**src/rtl/counter_pacer.sv**
```systemverilog
// counter_pacer: synchronizes and debounces the run/dir/step switches and paces
// one-cycle count-enable ticks. Define COUNTER_PACER_STEP_EN to build the KEY0 step path.

module counter_pacer_deb #(
    parameter int   DEB_CYCLES = 1,
    parameter logic RST_VAL    = 1'b0
) (
    input  logic i_clk,
    input  logic i_rst,
    input  logic i_raw,
    output logic o_stable,
    output logic o_stable_nxt
);
    localparam int CW = (DEB_CYCLES > 1) ? $clog2(DEB_CYCLES) : 1;

    logic          r_s1;
    logic          r_s2;
    logic          r_stb;
    logic [CW-1:0] r_cnt;
    logic          w_stb_nxt;
    logic [CW-1:0] w_cnt_nxt;

    // The counter only runs while the synchronized value disagrees with the
    // accepted one; any agreement (a bounce back) restarts it from zero.
    always_comb begin
        w_stb_nxt = r_stb;
        w_cnt_nxt = '0;
        if (r_s2 != r_stb) begin
            if (r_cnt == CW'(DEB_CYCLES - 1))
                w_stb_nxt = r_s2;
            else
                w_cnt_nxt = r_cnt + 1'b1;
        end
    end

    always_ff @(posedge i_clk) begin
        if (i_rst) begin
            r_s1  <= RST_VAL;
            r_s2  <= RST_VAL;
            r_stb <= RST_VAL;
            r_cnt <= '0;
        end else begin
            r_s1  <= i_raw;
            r_s2  <= r_s1;
            r_stb <= w_stb_nxt;
            r_cnt <= w_cnt_nxt;
        end
    end

    assign o_stable     = r_stb;
    assign o_stable_nxt = w_stb_nxt;
endmodule

module counter_pacer #(
    parameter int CLK_HZ     = 50000000,
    parameter int TICK_HZ    = 1,
    parameter int DEB_CYCLES = 1000000
) (
    input  logic PIN_Y2,
    input  logic SW0,
    input  logic SW17,
    input  logic SW16,
    input  logic KEY0,
    output logic tick,
    output logic dir,
    output logic running
);
    localparam int DIV   = CLK_HZ / TICK_HZ;
    localparam int PW    = $clog2(DIV);
    localparam int L_RUN = 0;
    localparam int L_DIR = 1;
`ifdef COUNTER_PACER_STEP_EN
    localparam int                 NUM_IN   = 3;
    localparam int                 L_KEY    = 2;
    localparam logic [NUM_IN-1:0]  RST_VALS = 3'b100;
`else
    localparam int                 NUM_IN   = 2;
    localparam logic [NUM_IN-1:0]  RST_VALS = 2'b00;
`endif

    typedef enum logic {ST_STOPPED, ST_RUNNING} state_t;

    logic [NUM_IN-1:0] w_raw;
    logic [NUM_IN-1:0] w_stb;
    logic [NUM_IN-1:0] w_stb_nxt;
    logic              w_run;
    logic              w_press;
    logic              w_nxt_unused;
    state_t            r_state;
    state_t            w_state_nxt;
    logic [PW-1:0]     r_presc;
    logic [PW-1:0]     w_presc_nxt;
    logic              r_tick;
    logic              w_tick_nxt;
    logic              r_dir;

`ifdef COUNTER_PACER_STEP_EN
    logic r_key_prev;

    assign w_raw = {KEY0, SW16, SW17};

    always_ff @(posedge PIN_Y2) begin
        if (SW0) r_key_prev <= 1'b1;
        else     r_key_prev <= w_stb[L_KEY];
    end

    // KEY0 is active-low: a press is the accepted value falling 1->0.
    assign w_press = r_key_prev & ~w_stb[L_KEY];
`else
    logic w_key_unused;

    assign w_raw        = {SW16, SW17};
    assign w_key_unused = KEY0;
    assign w_press      = 1'b0;
`endif

    genvar g;
    generate
        for (g = 0; g < NUM_IN; g++) begin : g_in
            counter_pacer_deb #(
                .DEB_CYCLES(DEB_CYCLES),
                .RST_VAL   (RST_VALS[g])
            ) u_deb (
                .i_clk       (PIN_Y2),
                .i_rst       (SW0),
                .i_raw       (w_raw[g]),
                .o_stable    (w_stb[g]),
                .o_stable_nxt(w_stb_nxt[g])
            );
        end
    endgenerate

    // Only the dir lane needs its look-ahead value.
    assign w_nxt_unused = ^w_stb_nxt;
    assign w_run        = w_stb[L_RUN];

    always_comb begin
        w_state_nxt = r_state;
        w_presc_nxt = '0;
        w_tick_nxt  = 1'b0;
        case (r_state)
            ST_STOPPED: begin
                if (w_run)
                    w_state_nxt = ST_RUNNING;
                else if (w_press)
                    w_tick_nxt = 1'b1;
            end
            ST_RUNNING: begin
                // Leaving RUNNING clears the prescaler and swallows a due tick.
                if (!w_run)
                    w_state_nxt = ST_STOPPED;
                else if (r_presc == PW'(DIV - 1))
                    w_tick_nxt = 1'b1;
                else
                    w_presc_nxt = r_presc + 1'b1;
            end
            default: w_state_nxt = ST_STOPPED;
        endcase
    end

    always_ff @(posedge PIN_Y2) begin
        if (SW0) begin
            r_state <= ST_STOPPED;
            r_presc <= '0;
            r_tick  <= 1'b0;
            r_dir   <= 1'b0;
        end else begin
            r_state <= w_state_nxt;
            r_presc <= w_presc_nxt;
            r_tick  <= w_tick_nxt;
            // Direction is frozen across a tick so the counter never sees it move mid-step.
            if (!w_tick_nxt)
                r_dir <= w_stb_nxt[L_DIR];
        end
    end

    assign tick    = r_tick;
    assign dir     = r_dir;
    assign running = (r_state == ST_RUNNING);
endmodule

```
**config.mk**
```make
export PLATFORM = sky130hd
export DESIGN_NAME = counter_pacer
export DESIGN_NICKNAME = d
export VERILOG_FILES = /design/src/rtl/counter_pacer.sv
export SDC_FILE = /design/constraint.sdc
export NUM_CORES = 1
export LEC_CHECK = 0
export CAP_MARGIN = 10
export CORE_MARGIN = 5
export CORE_UTILIZATION = 60
export DETAILED_ROUTE_END_ITERATION = 7
export PLACE_DENSITY = 0.89
export REMOVE_ABC_BUFFERS = 1
export SETUP_SLACK_MARGIN = 0.5
export SLEW_MARGIN = 15
export SYNTH_ARGS = -nofsm -noshare
export SYNTH_HDL_FRONTEND = slang
export SYNTH_SLANG_ARGS = --single-unit
```
**constraint.sdc**
```tcl
create_clock -name PIN_Y2 -period 5 [get_ports PIN_Y2]
set_input_delay 1 -clock PIN_Y2 [delete_from_list [all_inputs] [get_ports PIN_Y2]]
set_output_delay 1 -clock PIN_Y2 [all_outputs]
set_load 0.05 [all_outputs]
```
Word-level counts from Yosys, hierarchy flattened

Index checks and enable logic that the tools add are counted.

Output and inout bits: 3
Word-level logic and storage cells: 34
Register bits: 75
Bits of input ports: 5

Reductions and logical operators: 4
Bitwise gates (word level): 4
Add/sub/neg operators: 3
Equality and inequality tests: 5
Multiplexer cells: 6

Operators with widths:

| kind                    | number |
|---|---|
| $add A20 B1 Y20 const B | 2 |
| $eq A20 B20 Y1 const B  | 2 |
| $add A26 B1 Y26 const B | 1 |
| $eq A26 B26 Y1 const B  | 1 |
| $reduce_or A3 Y1        | 2 |
| $mux W1                 | 5 |
| $not A1 Y1              | 4 |
| $reduce_or A4 Y1        | 1 |
| $ne A1 B1 Y1            | 2 |
| $pmux W1 S2             | 1 |
| $reduce_and A2 Y1       | 1 |

Logic depth before layout (Yosys ltp)

Gate-level depths: netlist (run 1).

Depth in word-level cells: 4
Depth in mapped cells: 7
Depth with buffers taken out: 5

Hierarchy

From an unflattened synthesis (run 1), not the netlist that was laid out.

Cells, all modules: 384
Area total of the unflattened synthesis: 3438.3 µm²

By module, submodules not included:

| module            | times used | area an instance (µm²) | cells an instance | seq. area each (µm²) |
|---|---|---|---|---|
| counter_pacer_deb | 2          | 1024.7                 | 115               | 460.4 |
| counter_pacer     | 1          | 1388.8                 | 154               | 580.6 |

Worst setup path before layout (run 1)

Ideal clock, no wire load.

Path type: reg-to-reg
Start point: register g_in[1].u_deb.r_cnt[0]
End point: register g_in[1].u_deb.r_cnt[18]
Data required time: 4.934 ns
Period minus slack after synthesis: 1.978 ns
Library setup time: 0.066 ns
Stages on the path, launching flop included: 7
Path buffers: 1
Data arrival time: 1.912 ns
Setup slack: 3.022 ns
Cell sequence: dfxtp_1 ha_1 nand2_1 or4_1 buf_2 or4_4 a21oi_2

Cells in the longest elaborated chain, start to end: 2
Elaborated cells between the ends (all ways): 3
Classes of those cells: add/sub (1); eq/ne (1); reduce/logical (1)

Ends and longest elaborated chain:

| item                                                                    | line | RTL |
|---|---|---|
| from (decl)                                                             | 19   | `logic [CW-1:0] r_cnt;` |
| from (signal assigned)                                                  | 46   | `r_cnt <= w_cnt_nxt;` |
| parallel branches: the longest is 2 deep, another holds $add A20 B1 Y20 | -    |  |

Parallel ways; which one is timed is not known.
A chain may end at the register's enable or synchronous reset.

Worst setup path after layout (run 1)

Start point: register r_dir, in the netlist dir
End point: output dir

RTL lines:

| item                   | line | RTL |
|---|---|---|
| from (decl)            | 95   | `logic r_dir;` |
| from (signal assigned) | 173  | `r_dir <= w_stb_nxt[L_DIR];` |
| to (decl)              | 65   | `output logic dir,` |

No word-level cell between the ends.

==> results.yml, run 1 <==
run_status:
  status: "finished clean"
drt:
  drc: 0
  via_count: 2702
  dr.first_iter.drc_count: 124
  drtAntennaViolNets: 0
  dr.pass1.iters: 4
  drt_wl_total_um: 6430
  post_drt_wl_per_cell_um: 13.9
  vias_per_cell: 5.86
sta:
  fin_hold_ws_ps: 439
  skew_ps: 10.6
  fin_crit_ps: 2530
  post-route-period-util_pct: 50.6
  rsz0062_at_grt: "false"
  finalHoldViolations: 0
  slew_viol_final: 0
  worstMarginPinSlew_ps: 723
  finalSetupViolCount: 0
  max_freq_ghz: 0.395
  slew_headroom_pct: 51.8
  final.setup.tns_ps: 0
global_routing:
  antenna_found_initial: 0
  grt_pass1_wl_um: 11200
  grt-ovfl-total: 0
  grt_pass1_vias: 2652
  grt_usage_pct: 18.9
  grt_max_degree: 26
finish:
  antenna_cells: 0
  area_growth_pct: 9.76
  nets: 392
  layout-drive-gt1-share_pct: 6.43
  fin_area_um2: 3660
clocking:
  cts.clk_slew.worst_paths_ps: 80
  clk_latency_ps: 350
  root_buffer: "clkbuf_8"
  cts_buffers: 9
  cts_max_level: 3
  clockBufferDepth: 2
  postCtsHoldBufs: 0
  postCtsSetupRepairBufs: 0
  numClockSinks: 75
  cts_resized: 0
  cts_tree: "built"
power_and_ir_drop:
  p_leak_nw: 1.09
  p_per_area_nw_per_um2: 316
  peakVddDrop_mv: 0.200
die:
  initial_utilization_pct: 61.3
  die-area_um2: 7150
  die_w_um: 84.6
  io_pins: 8
  die_y_um: 84.6
  num_rows: 27
  core_area_um2: 5440
yosys:
  avgSynthCellArea_um2: 8.75
  ys_types: 38
  syn_area_um2: 3330
  syn_inst: 381
  yosys_warnings: 0
  ys_seq_area_share_pct: 45.0
  ys_ff_latch: 75
worst_setup_path:
  worstPathBufferInverterCount: 1
  worstPathRequired_ps: 4000
  cp_max_fo: 2
  path_delay_family: "buffers and inverters"
  worstSetupPathType: "reg -> out"
  end_kind: "output pin"
  crit_path_start_kind: "register"
  worstPathCellList: "clkdlybuf4s50_1"
  slowest_delay_ps: 810
  cp_slowest_cell: "clkdlybuf4s50_1"
  cp.arrival_ps: 1530
run:
  max_cap_viol_count: 0
place:
  dpl.hpwl_um: 4330
  placed_cell_area_um2: 3420
  gp_congestion: 0.821
  port_buffers: 6
hold_path:
  min_path_type: "reg -> reg"
-- layout by cell type (no fill, tap or decap), types with 2 or more instances in the layout --
cell and n:
nand4_1 12, nand4b_1 2, ha_1 3, o21ai_0 12, dfxtp_1 75, nand3_1 24, inv_1 14, nor2b_1 6
a21oi_2 2, clkdlybuf4s50_1 6, nor3_1 6, or4_1 17, clkbuf_1 3, xnor2_1 22, nor4b_1 3, o31ai_1 14
a21oi_1 23, or4_4 2, and3_1 10, clkbuf_8 9, bufinv_16 3, nand2_1 19, nor2_1 47, or4b_2 2
xor2_1 16, and4_1 6, or3_1 13, nor4_1 4
-- stage by stage --
step	utilization [%]	worst slack, ps	power [mW]	cells
6_report	67.3	2470	1.16	461
5_1_grt	67.3	2420	1.19	461
4_1_cts	67.2	2450	1.17	461
3_5_place_dp	62.9	2210	0.623	445
3_3_place_gp	62.9	2270	0.623	445
2_1_floorplan	-	2280	0.618	366
-- layout make-up --
cell class | instances | area (µm²)
Timing Repair Buffer | 7 | 67.6
Fill cell | 424 | 1780
Tap cell | 72 | 90.1
Sequential cell | 75 | 1500
Inverter | 14 | 52.6
Clock inverter | 4 | 98.8
Clock buffer | 12 | 135
Multi-Input combinational cell | 277 | 1710
-- power breakdown --
group	internal (mW)	total (mW)	switching [mW]
logic	0.00431	0.00949	0.00518
registers	0.599	0.600	0.00118
clock network	0.333	0.549	0.216
-- state kept, by name, summed over array words and instances (netlist names) --
signal / count
r_presc: 26
dir: 1
g_in.u_deb.r_cnt: 40
running: 1
tick: 1
g_in.u_deb.r_s1: 2
g_in.u_deb.o_stable: 2
g_in.u_deb.r_s2: 2
-- routing by layer --
| layer | track usage [%] | up-vias | wire [µm] |
|---|---|---|---|
| met1 | 21.7 | 1278 | 2920 |
| li1 | - | 1376 | - |
| met2 | 33.1 | 34 | 3180 |
| met5 | 0 | - | 0 |
| met4 | 10.5 | 0 | 148 |
| met3 | 3.14 | 14 | 179 |
-- cells by family (layout without fill, tap and decap cells) --
logic type               Yosys count  count (layout)  share of synthesized area [%]
AND/OR/NAND/NOR                  179             179                           29.9
flip-flops                        75              75                           45.0
adder cells (fa/ha/maj)            3               3                           1.13
AO/OA/AOI/OAI                     57              57                           10.3
XOR/XNOR                          38              38                           9.98
buffers and inverters             29              37                           3.68
-- Yosys cell counts (all sizes together) --
cell type | n | area share (%)
a21oi | 25 | 4.0
a31o | 1 | 0.26
a32oi | 1 | 0.26
and3 | 10 | 1.9
and4 | 6 | 1.6
buf | 7 | 1.2
clkbuf | 8 | 0.90
dfxtp | 75 | 45
ha | 3 | 1.1
inv | 14 | 1.6
nand2 | 19 | 2.1
nand2b | 1 | 0.19
nand3 | 24 | 3.6
nand3b | 1 | 0.23
nand4 | 13 | 2.6
nand4b | 2 | 0.53
nor2 | 47 | 5.3
nor2b | 6 | 1.1
nor3 | 6 | 0.90
nor3b | 1 | 0.23
nor4 | 4 | 0.75
nor4b | 3 | 0.79
o21a | 1 | 0.23
o21ai | 14 | 2.1
o21ba | 1 | 0.30
o31ai | 14 | 3.2
or2 | 1 | 0.19
or3 | 13 | 2.4
or4 | 19 | 4.5
or4b | 2 | 0.60
or4bb | 1 | 0.34
xnor2 | 22 | 5.8
xor2 | 16 | 4.2
-- worst paths after layout --
check                             to  depth (start not counted)               start  slack (ps)
setup / recovery                 dir                          1                 dir        2470
hold / removal    g_in[1].u_deb.r_s2                          1  g_in[1].u_deb.r_s1         440
setup reg to reg          r_presc[6]                          4         r_presc[18]        2670
hold reg to reg   g_in[1].u_deb.r_s2                          1  g_in[1].u_deb.r_s1         440
(Power assumes the default switching activity.)
==> run 2, diff against run 1 <==
==> constraint.sdc (replaced) <==
create_clock -name PIN_Y2 -period 2.5 [get_ports PIN_Y2]
set_input_delay 0.5 -clock PIN_Y2 [delete_from_list [all_inputs] [get_ports PIN_Y2]]
set_output_delay 0.5 -clock PIN_Y2 [all_outputs]
set_load 0.05 [all_outputs]
==> run 2 against run 1 <==
Sequential share of layout area fell by 1.1 points. Clock power is 79% higher. Highest routed layer unchanged. Die area stayed put.
==> results.yml, run 2 (synthesis results as in run 1) <==
run_status:
  status: "finished clean"
drt:
  post_drt_wl_per_cell_um: 14.3
  drtAntennaViolNets: 0
  dr.pass1.iters: 5
  dr.first_iter.drc_count: 159
  drc: 0
  vias_per_cell: 5.92
  drt_wl_total_um: 6740
  via_count: 2783
clocking:
  cts_tree: "built"
  cts_buffers: 9
  cts_max_level: 3
  root_buffer: "clkbuf_8"
  clockBufferDepth: 2
  cts.clk_slew.worst_paths_ps: 70
  clk_latency_ps: 340
  numClockSinks: 75
worst_setup_path:
  cp_max_fo: 5
  crit_end: "dir"
  crit_path_start_kind: "register"
  ff2ff_setup_slack_ps: 520
  end_kind: "register"
  worstSetupPathType: "reg -> reg"
  cp.arrival_ps: 2240
  r2r-start: "g_in[1].u_deb.r_cnt[15]"
  rr_endpoint: "dir"
  worstPathRequired_ps: 2760
  crit_path_start: "g_in[1].u_deb.r_cnt[15]"
  worst-r2r-cell-count: 4
place:
  port_buffers: 6
  dpl.hpwl_um: 4390
  placed_cell_area_um2: 3460
  gp_congestion: 0.846
die:
  die_y_um: 84.6
  io_pins: 8
  die_w_um: 84.6
  initial_utilization_pct: 61.3
  num_rows: 27
  core_area_um2: 5440
  die-area_um2: 7150
finish:
  ff_latch_area_um2: 1510
  area_growth_pct: 13.2
  antenna_cells: 0
  multi_input_area_um2: 1780
  layout_common_cells: "dfxtp_1 (71), nor2_1 (47), nand3_1 (24)"
  nets: 401
  reg_top3: "g_in.u_deb.r_cnt: 40 flops, r_presc: 26 flops"
  utilization_pct: 69.4
  fillers: 417
  fin_area_um2: 3770
  largest_reg_flops: 40
  layout-drive-gt1-share_pct: 11.3
  largest-register: "g_in.u_deb.r_cnt"
  mostFrequentLayoutCell: "dfxtp_1"
sta:
  finalSetupViolCount: 0
  post-route-period-util_pct: 79.0
  worstMarginPinSlew_ps: 491
  final.setup.tns_ps: 0
  finalHoldViolations: 0
  skew_ps: 7.77
  rsz0062_at_grt: "true"
  slew_viol_final: 0
  fin_crit_ps: 1980
  slew_headroom_pct: 67.1
  max_freq_ghz: 0.506
power_and_ir_drop:
  peakVddDrop_mv: 0.377
  p_per_area_nw_per_um2: 584
  p_leak_nw: 1.16
run:
  max_cap_viol_count: 0
global_routing:
  grt_max_degree: 21
  grt_usage_pct: 20.4
  grt_pass1_wl_um: 11900
  grt_pass1_vias: 2737
  antenna_found_initial: 0
  grt-ovfl-total: 0
hold_path:
  min_path_type: "reg -> reg"
-- run 2: critical path, cell delays in order (launching register included) --
cell and delay [ps]:
dfxtp_2 340, or4_1 510, or4_4 450, or4_1 420, a32oi_1 180
-- run 2: cell type report --
cell class                      count  share of cell area, %
Tap cell                           72                   2.39
Inverter                           14                   1.39
Timing Repair Buffer               16                   3.51
Multi-Input combinational cell    277                   47.2
Clock inverter                      5                   2.06
Sequential cell                    75                   40.0
Clock buffer                       11                   3.48
-- run 2: how the worst min path moves through the flow --
stage	start	endpoint	cells past startpoint
4_1_cts	g_in[1].u_deb.r_s1	g_in[1].u_deb.r_s2	1
5_1_grt	g_in[1].u_deb.r_s1	g_in[1].u_deb.r_s2	1
3_5_place_dp	g_in[1].u_deb.r_s1	g_in[1].u_deb.r_s2	1
3_3_place_gp	g_in[1].u_deb.r_s1	g_in[1].u_deb.r_s2	1
2_1_floorplan	g_in[0].u_deb.r_s1	g_in[0].u_deb.r_s2	1
6_report	g_in[1].u_deb.r_s1	g_in[1].u_deb.r_s2	1
-- run 2: report_power, final --
group	leakage, nW	total [mW]	internal (mW)	switching (mW)
Combinational	0.451	0.0221	0.0107	0.0114
Sequential	0.607	1.20	1.20	0.00265
Clock	0.103	0.983	0.559	0.423
Total	1.16	2.20	1.77	0.437
-- run 2: layer usage --
metal  up-vias  wire [µm]  global-route usage [%]
li1       1391          -                       -
met1      1318       2980                    23.6
met2        60       3410                    35.7
met3        14        238                    5.79
met4         0        114                    7.19
met5         -          0                       0
-- run 2: stage by stage --
| stage | hold WS [ps] | worst slack [ps] | std cells | power (mW) |
|---|---|---|---|---|
| global route | 464 | 489 | 470 | 2.29 |
| global placement | 418 | 326 | 450 | 1.25 |
| detailed placement | 424 | 256 | 450 | 1.25 |
| CTS | 448 | 507 | 468 | 2.23 |
| finish | 441 | 525 | 470 | 2.20 |
| floorplan | 414 | -224 | 366 | 1.24 |
-- run 2: timing repair --
| action | in CTS | in global routing |
|---|---|---|
| setup buffers | 2 | 2 |
| gates resized for setup | 13 | 7 |
| hold buffers | 0 | 0 |
| setup endpoints to repair | 32 | 31 |
| gates cloned | 0 | 0 |
| pin swaps | 2 | 4 |
